<file path="src/rtl/store_buffer_pkg.sv">
// Shared store-path definitions: store op codes, the ALE exception code, and the
// buffer entry layout.
package store_buffer_pkg;

  localparam int unsigned ADDR_W = 32;
  localparam int unsigned DATA_W = 32;
  localparam int unsigned STRB_W = DATA_W / 8;
  localparam int unsigned WADDR_W = ADDR_W - 2;

  localparam logic [1:0] RAM_ST_B = 2'b01;
  localparam logic [1:0] RAM_ST_H = 2'b10;
  localparam logic [1:0] RAM_ST_W = 2'b11;

  // Exception code raised for an address-alignment error
  localparam logic [5:0] ECODE_ALE = 6'h09;

  typedef struct packed {
    logic [WADDR_W-1:0] waddr;
    logic [DATA_W-1:0]  wdata;
    logic [STRB_W-1:0]  wstrb;
  } sb_entry_t;

endpackage

</file>
<file path="src/rtl/store_buffer_if.sv">
// Store-request, memory-drain and load-hazard signals of the store buffer.
interface store_buffer_if;
  import store_buffer_pkg::*;

  logic              st_valid;
  logic              st_ready;
  logic [1:0]        st_op;
  logic [ADDR_W-1:0] st_addr;
  logic [DATA_W-1:0] st_data;
  logic              st_ale;
  logic              bus_valid;
  logic              bus_ready;
  logic [ADDR_W-1:0] bus_addr;
  logic [DATA_W-1:0] bus_wdata;
  logic [STRB_W-1:0] bus_wstrb;
  logic [ADDR_W-1:0] ld_addr;
  logic              ld_conflict;
  logic              empty;

  modport slave (
    input  st_valid, st_op, st_addr, st_data, bus_ready, ld_addr,
    output st_ready, st_ale, bus_valid, bus_addr, bus_wdata, bus_wstrb, ld_conflict, empty
  );

  modport master (
    output st_valid, st_op, st_addr, st_data, bus_ready, ld_addr,
    input  st_ready, st_ale, bus_valid, bus_addr, bus_wdata, bus_wstrb, ld_conflict, empty
  );

endinterface

</file>
<file path="src/rtl/store_buffer_st_align.sv">
// Store lane alignment: replicates data into byte lanes, builds write strobes and
// flags misaligned or invalid stores.
module store_buffer_st_align
  import store_buffer_pkg::*;
(
  input  logic [1:0]        i_op,
  input  logic [1:0]        i_off,
  input  logic [DATA_W-1:0] i_data,
  output logic [DATA_W-1:0] o_wdata_c,
  output logic [STRB_W-1:0] o_wstrb_c,
  output logic              o_ale_c
);

  always_comb begin
    o_wdata_c = '0;
    o_wstrb_c = '0;
    o_ale_c   = 1'b0;
    case (i_op)
      RAM_ST_B: begin
        o_wdata_c = {4{i_data[7:0]}};
        o_wstrb_c = 4'b0001 << i_off;
      end
      RAM_ST_H: begin
        o_wdata_c = {2{i_data[15:0]}};
        o_wstrb_c = i_off[1] ? 4'b1100 : 4'b0011;
        o_ale_c   = i_off[0];
      end
      RAM_ST_W: begin
        o_wdata_c = i_data;
        o_wstrb_c = 4'b1111;
        o_ale_c   = |i_off;
      end
      default: o_ale_c = 1'b1;
    endcase
  end

endmodule

</file>
<file path="src/rtl/store_buffer.sv">
// In-order store FIFO between MEM stage and data memory. Build option STORE_FWD_EN
// narrows the load hazard to matching word addresses instead of any pending store.
module store_buffer
  import store_buffer_pkg::*;
#(
  parameter int unsigned DEPTH = 4,
  parameter int unsigned PTR_W = $clog2(DEPTH)
) (
  input  logic           cpu_clk,
  input  logic           cpu_rstn,
  store_buffer_if.slave  sb
);

  logic [PTR_W-1:0]  r_wptr;
  logic [PTR_W-1:0]  r_rptr;
  logic [PTR_W:0]    r_count;
  sb_entry_t         r_mem [DEPTH];

  logic [DATA_W-1:0] w_wdata;
  logic [STRB_W-1:0] w_wstrb;
  logic              w_ale;
  logic              w_full;
  logic              w_empty;
  logic              w_push;
  logic              w_pop;
  logic              w_conflict;
  sb_entry_t         w_head;

  store_buffer_st_align u_align (
    .i_op      (sb.st_op),
    .i_off     (sb.st_addr[1:0]),
    .i_data    (sb.st_data),
    .o_wdata_c (w_wdata),
    .o_wstrb_c (w_wstrb),
    .o_ale_c   (w_ale)
  );

  assign w_full   = (r_count == (PTR_W+1)'(DEPTH));
  assign w_empty  = (r_count == '0);
  assign w_push   = sb.st_valid & ~w_full & ~w_ale;
  assign w_pop    = ~w_empty & sb.bus_ready;
  assign w_head   = r_mem[r_rptr];

  assign sb.st_ale      = sb.st_valid & w_ale;
  assign sb.st_ready    = ~w_full;
  assign sb.empty       = w_empty;
  assign sb.bus_valid   = ~w_empty;
  assign sb.bus_addr    = {w_head.waddr, 2'b00};
  assign sb.bus_wdata   = w_head.wdata;
  assign sb.bus_wstrb   = w_head.wstrb;
  assign sb.ld_conflict = w_conflict;

  // Pointers wrap naturally since DEPTH is a power of two
  always_ff @(posedge cpu_clk or negedge cpu_rstn) begin
    if (!cpu_rstn) begin
      r_wptr  <= '0;
      r_rptr  <= '0;
      r_count <= '0;
      for (int unsigned i = 0; i < DEPTH; i++) r_mem[PTR_W'(i)] <= '0;
    end else begin
      if (w_push) begin
        r_mem[r_wptr] <= '{waddr: sb.st_addr[ADDR_W-1:2], wdata: w_wdata, wstrb: w_wstrb};
        r_wptr        <= r_wptr + PTR_W'(1);
      end
      if (w_pop) r_rptr <= r_rptr + PTR_W'(1);
      case ({w_push, w_pop})
        2'b10:   r_count <= r_count + (PTR_W+1)'(1);
        2'b01:   r_count <= r_count - (PTR_W+1)'(1);
        default: r_count <= r_count;
      endcase
    end
  end

`ifdef STORE_FWD_EN
  logic [PTR_W-1:0] w_off;
  logic [1:0]       w_unused_ld_lo;
  assign w_unused_ld_lo = sb.ld_addr[1:0];

  // Only occupied slots (distance from head below count) take part in the match
  always_comb begin
    w_conflict = 1'b0;
    w_off      = '0;
    for (int unsigned i = 0; i < DEPTH; i++) begin
      w_off = PTR_W'(i) - r_rptr;
      if (({1'b0, w_off} < r_count) &&
          (r_mem[PTR_W'(i)].waddr == sb.ld_addr[ADDR_W-1:2]))
        w_conflict = 1'b1;
    end
  end
`else
  logic [ADDR_W-1:0] w_unused_ld;
  assign w_unused_ld = sb.ld_addr;
  assign w_conflict  = ~w_empty;
`endif

endmodule
</file>
<file path="src/flat_wrapper.sv">
// flat-port wrapper written by rule: the top's interface ports become plain ports
module store_buffer_flat import store_buffer_pkg::*;
#(
  parameter int unsigned DEPTH = 4,
  parameter int unsigned PTR_W = $clog2(DEPTH)
)
  (cpu_clk, cpu_rstn, sb_st_valid, sb_st_op, sb_st_addr, sb_st_data, sb_bus_ready, sb_ld_addr, sb_st_ready, sb_st_ale, sb_bus_valid, sb_bus_addr, sb_bus_wdata, sb_bus_wstrb, sb_ld_conflict, sb_empty);
  store_buffer_if sb_i ();
  input  logic cpu_clk;
  input  logic cpu_rstn;
  input wire logic [$bits(sb_i.st_valid)-1:0] sb_st_valid;
  input wire logic [$bits(sb_i.st_op)-1:0] sb_st_op;
  input wire logic [$bits(sb_i.st_addr)-1:0] sb_st_addr;
  input wire logic [$bits(sb_i.st_data)-1:0] sb_st_data;
  input wire logic [$bits(sb_i.bus_ready)-1:0] sb_bus_ready;
  input wire logic [$bits(sb_i.ld_addr)-1:0] sb_ld_addr;
  output wire logic [$bits(sb_i.st_ready)-1:0] sb_st_ready;
  output wire logic [$bits(sb_i.st_ale)-1:0] sb_st_ale;
  output wire logic [$bits(sb_i.bus_valid)-1:0] sb_bus_valid;
  output wire logic [$bits(sb_i.bus_addr)-1:0] sb_bus_addr;
  output wire logic [$bits(sb_i.bus_wdata)-1:0] sb_bus_wdata;
  output wire logic [$bits(sb_i.bus_wstrb)-1:0] sb_bus_wstrb;
  output wire logic [$bits(sb_i.ld_conflict)-1:0] sb_ld_conflict;
  output wire logic [$bits(sb_i.empty)-1:0] sb_empty;
  assign sb_i.st_valid = sb_st_valid;
  assign sb_i.st_op = sb_st_op;
  assign sb_i.st_addr = sb_st_addr;
  assign sb_i.st_data = sb_st_data;
  assign sb_i.bus_ready = sb_bus_ready;
  assign sb_i.ld_addr = sb_ld_addr;
  assign sb_st_ready = sb_i.st_ready;
  assign sb_st_ale = sb_i.st_ale;
  assign sb_bus_valid = sb_i.bus_valid;
  assign sb_bus_addr = sb_i.bus_addr;
  assign sb_bus_wdata = sb_i.bus_wdata;
  assign sb_bus_wstrb = sb_i.bus_wstrb;
  assign sb_ld_conflict = sb_i.ld_conflict;
  assign sb_empty = sb_i.empty;
  store_buffer #(.DEPTH(DEPTH), .PTR_W(PTR_W)) u_core (.cpu_clk(cpu_clk), .cpu_rstn(cpu_rstn), .sb(sb_i));
endmodule
</file>
<file path="config.mk">
export PLATFORM = sky130hd
export DESIGN_NAME = store_buffer_flat
export DESIGN_NICKNAME = d
export VERILOG_FILES = /design/src/rtl/store_buffer_pkg.sv /design/src/rtl/store_buffer_if.sv /design/src/rtl/store_buffer_st_align.sv /design/src/rtl/store_buffer.sv /design/src/flat_wrapper.sv
export SDC_FILE = /design/constraint.sdc
export NUM_CORES = 1
export LEC_CHECK = 0
export BUFFER_PORTS_ARGS = -buffer_cell sky130_fd_sc_hd__buf_4
export CORE_UTILIZATION = 55
export CTS_BUF_LIST = sky130_fd_sc_hd__clkbuf_8
export DETAILED_ROUTE_END_ITERATION = 8
export GPL_ROUTABILITY_DRIVEN = 1
export PLACE_DENSITY = 0.84
export SYNTH_ARGS = -nofsm -noshare
export SYNTH_HDL_FRONTEND = slang
export SYNTH_SLANG_ARGS = --single-unit
export TNS_END_PERCENT = 20
</file>
<file path="constraint.sdc">
create_clock -name cpu_clk -period 4.92 [get_ports cpu_clk]
set_input_delay 0.492 -clock cpu_clk [delete_from_list [all_inputs] [get_ports cpu_clk]]
set_output_delay 0.492 -clock cpu_clk [all_outputs]
set_load 0.05 [all_outputs]
</file>
==> flow_summary.ini, run 1 <==
[floorplan]
die_area_mm2 = 0.02311
die_y_um = 152.0
fp-row-count = 54
core_area_mm2 = 0.02196
initial_core_util_pct = 56.37
die_w_um = 152.0
boundaryPins = 175

[global_routing]
antenna_found_initial = 0
overflow = 0
grt_pass1_wl_um = 42170
grt_pass1_vias = 7837
grt_max_degree = 125
track_usage_pct = 23.40

[drt]
vias_per_cell = 5.801
wl_met2_um = 12320
wl_met3_um = 1909
highest_layer = met4
drcViolationCount = 28
dr.pass1.iters = 6
drt-total-wl_um = 25760
drtAntennaViolNets = 0
num_vias = 7164
wl_met1_um = 11130
detailedRoute.firstIterationViolations = 341
wl_per_cell_um = 20.86

[sta]
relSlewSlack_pct = 36.72
slew_viol_final = 0
rsz0062_at_grt = no
clock_skew_ns = 0.01393
hold_viol = 7
tightest_slew_ns = 0.9492
min_period_ns = 3.253
max_freq_mhz = 307.4
fin_hold_ws_ns = -0.02981
setup-tns-final_ns = 0
finalSetupViolations = 0
timing.final.crit_share_pct = 66.13

[synth]
synthDistinctLibCells = 27
avgSynthCellArea_um2 = 15.99
postSynth.asyncResetShare_pct = 100.0
synth_edf_count = 0
synth_flop_cell = dfrtp_1
synthCells = 774
ys_warn_count = 0
synth.cell_area_mm2 = 0.01238
synth-seq-cells = 271
yosysSeqAreaShare_pct = 54.79

[worst_setup_path]
cpPeakStageDelay_ns = 0.93
timing_worst_setup_path_type = reg -> out
path_cells = buf_4, mux4_2, buf_4
start_kind = register
cp.arrival_ns = 2.76
crit_path_end_kind = primary output
crit_fanout = 37
cpMostUsedCell = buf_4
cp.required_ns = 4.43
cp_slowest_cell = dfrtp_4

[placed_design]
gp_congestion = 0.7855
placed_cells = 1153
port_buffers = 140
hpwl_um = 16050

[final_layout]
syn_to_final_growth_pct = 17.09
nFillCells = 1547
drive_gt1_share_pct = 57.59
stdcell_count = 1235
layout_commonest_cell = dfrtp_1
antenna_cells = 0
final_core_util_pct = 66.01
final_nets = 1028
final_cell_mix = dfrtp_1 (269), mux2_2 (264), buf_4 (148)

[clocking]
insertion_delay_ns = 0.55
numCtsBuffers = 45
h-tree-depth = 2
cts-root-buf = clkbuf_8
ctsHoldBuffers = 0
postCtsSetupBuffers = 0
clk_path_buf_depth = 3
cts_resized = 0
cts_tree = built
clkSinkCount = 271
path_clk_slew_ns = 0.06

[power]
leakagePower_uw = 0.006705
peakVddDrop_uv = 566.6
power_density_mw_per_mm2 = 798.3

[flow_run]
max_cap_viol_count = 0

[worst_hold_path]
hold_path.class = in -> async

[outcome]
violations = DRC, hold timing
status = finished with violations
[where the power goes]
part	total (uW)	leakage [uW]	internal [uW]	switching, uW
Clock	1910	0.000537	1050	861
Sequential	3960	0.00332	3320	644
Combinational	5690	0.00285	2520	3180
Total	11600	0.00671	6890	4680
[per-stage QoR]
step	cell area, um^2	setup slack (ns)	power [uW]
detailed placement	13600	1.636	9725
floorplan	12380	2.259	8198
global route	14490	1.479	12140
CTS	14490	1.578	11670
global placement	13600	1.686	9551
finish	14490	1.667	11570
[registers in the layout, indices dropped and copies added, names as in the netlist]
register        count
u_core.r_mem      264
u_core.r_count      3
u_core.r_rptr       2
u_core.r_wptr       2
[cell usage after synthesis, types with 5 or more instances]
| library cell | count | area, um^2 |
|---|---|---|
| buf_2 | 16 | 80.08 |
| mux2_2 | 264 | 2973 |
| a21oi_1 | 6 | 30.03 |
| clkbuf_1 | 10 | 37.54 |
| nor2_1 | 5 | 18.77 |
| mux4_2 | 66 | 1486 |
| nor2b_1 | 9 | 56.30 |
| dfrtp_1 | 271 | 6782 |
| mux2i_1 | 17 | 170.2 |
| buf_1 | 9 | 33.78 |
| o21ai_0 | 20 | 100.1 |
| nand3_1 | 7 | 35.03 |
| a22o_1 | 8 | 70.07 |
| nand2_1 | 17 | 63.81 |
| inv_1 | 12 | 45.04 |
| buf_6 | 16 | 180.2 |
| ha_1 | 5 | 62.56 |
[logic make-up after synthesis]
| kind of cell | Yosys count | synth area share (%) |
|---|---|---|
| muxes | 347 | 37.40 |
| other | 1 | 0.03030 |
| xor gates and xnor gates | 6 | 0.4246 |
| DFF | 271 | 54.79 |
| and+or+nand+nor | 41 | 1.567 |
| adders and majority gates | 6 | 0.6671 |
| AOI/OAI and AO/OA | 36 | 1.900 |
| buffers and inverters | 66 | 3.224 |
[area by class of cell]
| type | count | area (um^2) | area share, % |
|---|---|---|---|
| Clock buffer | 58 | 798.3 | 5.508 |
| Clock inverter | 24 | 96.34 | 0.6647 |
| Inverter | 12 | 45.04 | 0.3108 |
| Multi-Input combinational cell | 438 | 5231 | 36.09 |
| Sequential cell | 271 | 6787 | 46.82 |
| Tap cell | 280 | 350.3 | 2.417 |
| Timing Repair Buffer | 152 | 1186 | 8.184 |
[final timing paths]
check / from / endpoint / slack, ns / depth (start not counted)
max: u_core.r_rptr[0]$_DFFE_PN0P_ / sb_bus_addr[8] / 1.67 / 3
min: cpu_rstn / u_core.r_mem[222]$_DFFE_PN0P_ / -0.03 / 1
max reg2reg: u_core.r_count[2]$_DFFE_PN0P_ / u_core.r_mem[120]$_DFFE_PN0P_ / 2.14 / 5
min reg2reg: u_core.r_count[2]$_DFFE_PN0P_ / u_core.r_count[2]$_DFFE_PN0P_ / 0.48 / 1
max in group asynchronous: cpu_rstn / u_core.r_mem[127]$_DFFE_PN0P_ / 3.80 / 2
min in group cpu_clk: sb_st_addr[18] / u_core.r_mem[250]$_DFFE_PN0P_ / 0.20 / 2
[layer usage]
metal,vias to the layer above,global-route usage (%)
li1,3157,-
met1,3762,31.05
met2,208,37.35
met3,37,7.216
met4,0,7.046
met5,-,0
[critical path: cells and delay by family, from the launching register on]
family,cells,cell delay [ns]
buffers and inverters,2,0.69
DFF,1,0.93
muxes,1,0.58
Power figures use the tool's default switching activity.
==> run 2: changes to the inputs <==
--- a/config.mk
+++ b/config.mk
@@ -6,11 +6,11 @@
 export NUM_CORES = 1
 export LEC_CHECK = 0
 export BUFFER_PORTS_ARGS = -buffer_cell sky130_fd_sc_hd__buf_4
-export CORE_UTILIZATION = 55
+export CORE_UTILIZATION = 54
 export CTS_BUF_LIST = sky130_fd_sc_hd__clkbuf_8
 export DETAILED_ROUTE_END_ITERATION = 8
 export GPL_ROUTABILITY_DRIVEN = 1
-export PLACE_DENSITY = 0.84
+export PLACE_DENSITY = 0.86
 export SYNTH_ARGS = -nofsm -noshare
 export SYNTH_HDL_FRONTEND = slang
 export SYNTH_SLANG_ARGS = --single-unit
==> constraint.sdc (replaced) <==
create_clock -name cpu_clk -period 2.7 [get_ports cpu_clk]
set_input_delay 0.27 -clock cpu_clk [delete_from_list [all_inputs] [get_ports cpu_clk]]
set_output_delay 0.27 -clock cpu_clk [all_outputs]
set_load 0.05 [all_outputs]
==> run 2 against run 1 <==
  * The flow now finishes without violations
  * Clock skew fell by 0.0029 ns
  * Sequential cell count is the same
  * Sequential power grew 79%
  * Global-route usage rose by 0.064 points
  * Critical path depth unchanged
  * Clock power up 83%
  * Count of clock-buffer cells in the layout is 3 lower
  * Critical endpoint is now sb_bus_wdata[18]
  * Largest power group unchanged
==> flow_summary.ini, run 2 (synthesis gave the netlist of run 1 again) <==
[floorplan]
die_y_um = 153.4
initial_core_util_pct = 54.84
fp-row-count = 55
core_area_mm2 = 0.02257
die_w_um = 153.4
die_area_mm2 = 0.02353
boundaryPins = 175

[power]
power_density_mw_per_mm2 = 1427
swShare_pct = 40.45
netSwitchingPower_uw = 8620
seqPwrFrac_pct = 33.2
peakVddDrop_uv = 1424
p_int_uw = 12690
leakagePower_uw = 0.006874
power_frac_comb_pct = 50.4
clkPwrFrac_pct = 16.4

[drt]
drcViolationCount = 0
dr.pass1.iters = 4
drt-total-wl_um = 26510
num_vias = 7421
vias_per_cell = 5.811
wl_per_cell_um = 20.76
drtAntennaViolNets = 0
detailedRoute.firstIterationViolations = 399

[sta]
rsz0062_at_grt = no
hold_viol = 0
timing.final.crit_share_pct = 93.79
max_freq_mhz = 394.9
setup-tns-final_ns = 0
min_period_ns = 2.532
tightest_slew_ns = 0.7952
slew_viol_final = 0
finalSetupViolations = 0
relSlewSlack_pct = 46.43
clock_skew_ns = 0.01103

[clocking]
numCtsBuffers = 44
cts_resized = 0
cts_tree = built
clk_path_buf_depth = 3
cts-root-buf = clkbuf_8
h-tree-depth = 2
clkSinkCount = 271
insertion_delay_ns = 0.54
path_clk_slew_ns = 0.06

[global_routing]
track_usage_pct = 23.47
grt_pass1_wl_um = 43020
grt_max_degree = 80
grt_pass1_vias = 8082
antenna_found_initial = 0
overflow = 0

[worst_setup_path]
crit_path_end_kind = primary output
cp.required_ns = 2.43
path_delay_family = flip-flops
start_kind = register
cp_slowest_cell = dfrtp_4
path_cells = buf_4, mux4_2, buf_4
crit_fanout = 16
r2r-start = u_core.r_count[2]$_DFFE_PN0P_
r2r_setup_slack_ns = 0.40
cp.arrival_ns = 2.26
cp-startpoint = u_core.r_rptr[0]$_DFFE_PN0P_
cp_num_buf_inv = 2
cpMostUsedCell = buf_4
cpPeakStageDelay_ns = 0.65
timing_worst_setup_path_type = reg -> out

[placed_design]
hpwl_um = 16680
port_buffers = 140
gp_congestion = 0.8488
placed_area_mm2 = 0.01375

[outcome]
status = finished clean

[worst_hold_path]
hold_path.class = in -> reg
min-delay-start = sb_bus_ready

[final_layout]
nFillCells = 1602
largest-register = u_core.r_mem
final_cell_mix = dfrtp_1 (269), mux2_2 (264), buf_4 (156)
final_nets = 1070
final_core_util_pct = 66.15
antenna_cells = 0
syn_to_final_growth_pct = 20.62
reg.largest.list = u_core.r_mem: 264 flops, u_core.r_count: 3 flops
layout_commonest_cell = dfrtp_1
drive_gt1_share_pct = 56.75
largest_register_ffs = 264
final_area_mm2 = 0.01493

[flow_run]
max_cap_viol_count = 0
==> run 2: cell types whose count changed in the layout (fill, tap and decap cells not counted) <==
cell and delta:
dlygate4sd3_1 +31, buf_4 +8, inv_1 -7, buf_12 +4
clkbuf_8 -3, clkinv_2 +2, bufinv_16 +1, clkinvlp_4 +1
==> run 2: worst register-to-register path: stages (launching register included) <==
cell	delay, ns
dfrtp_1	0.40
nor3b_1	0.15
buf_4	0.15
a2111oi_4	0.39
buf_4	0.22
inv_1	0.05
ha_1	0.19
inv_1	0.08
fa_1	0.19
xor2_1	0.16
nor2_1	0.07
xor2_1	0.14
==> run 2: worst paths after layout <==
kind                                                       to  depth (start not counted)
worst min register to register   u_core.r_mem[38]$_DFFE_PN0P_                          1
min in group asynchronous       u_core.r_mem[163]$_DFFE_PN0P_                          2
worst max register to register  u_core.r_count[2]$_DFFE_PN0P_                         11
worst min-delay path             u_core.r_rptr[0]$_DFFE_PN0P_                          3
worst max-delay path                         sb_bus_wdata[18]                          3
max in group asynchronous        u_core.r_mem[90]$_DFFE_PN0P_                          3
==> run 2: timing repair <==
action,CTS,global route
setup buffers,0,0
endpoints found under the hold margin,195,0
hold buffers,31,0
==> run 2: cell type report <==
type                            instances  area, um^2  area share, %
Multi-Input combinational cell        438        5231          35.04
Timing Repair Buffer                  195        1637          10.96
Clock buffer                           55       757.0          5.070
Tap cell                              285       356.6          2.388
Clock inverter                         21       117.6         0.7877
Sequential cell                       271        6787          45.45
Inverter                               12       45.04         0.3017
==> run 2: power groups by stage <==
stage	Clock [uW]	Sequential, uW	Combinational, uW
4_1_cts	3570	7060	10800
3_5_place_dp	0	7110	10800
2_1_floorplan	0	6680	8260
5_1_grt	3750	7330	11300
6_report	3490	7080	10700
3_3_place_gp	0	6970	10600
==> run 2: stage by stage <==
stage               worst slack, ns  hold WS (ns)  total power [uW]  std cells
floorplan                    0.4758      -0.02559             14940        775
global placement             0.4326        0.2978             17560       1170
detailed placement           0.4125        0.2948             17900       1170
CTS                          0.1308       0.09807             21480       1277
global route                0.06512        0.1093             22360       1277
finish                       0.1678        0.1182             21310       1277
==> run 2: metal layers <==
metal	wire [um]	global-route usage [%]	up-vias	part of all wire, %
li1	-	-	3242	-
met1	11080	30.83	3886	42
met2	13150	39.07	253	50
met3	1801	5.585	40	6.8
met4	470	6.810	0	1.8
met5	0	0	-	0
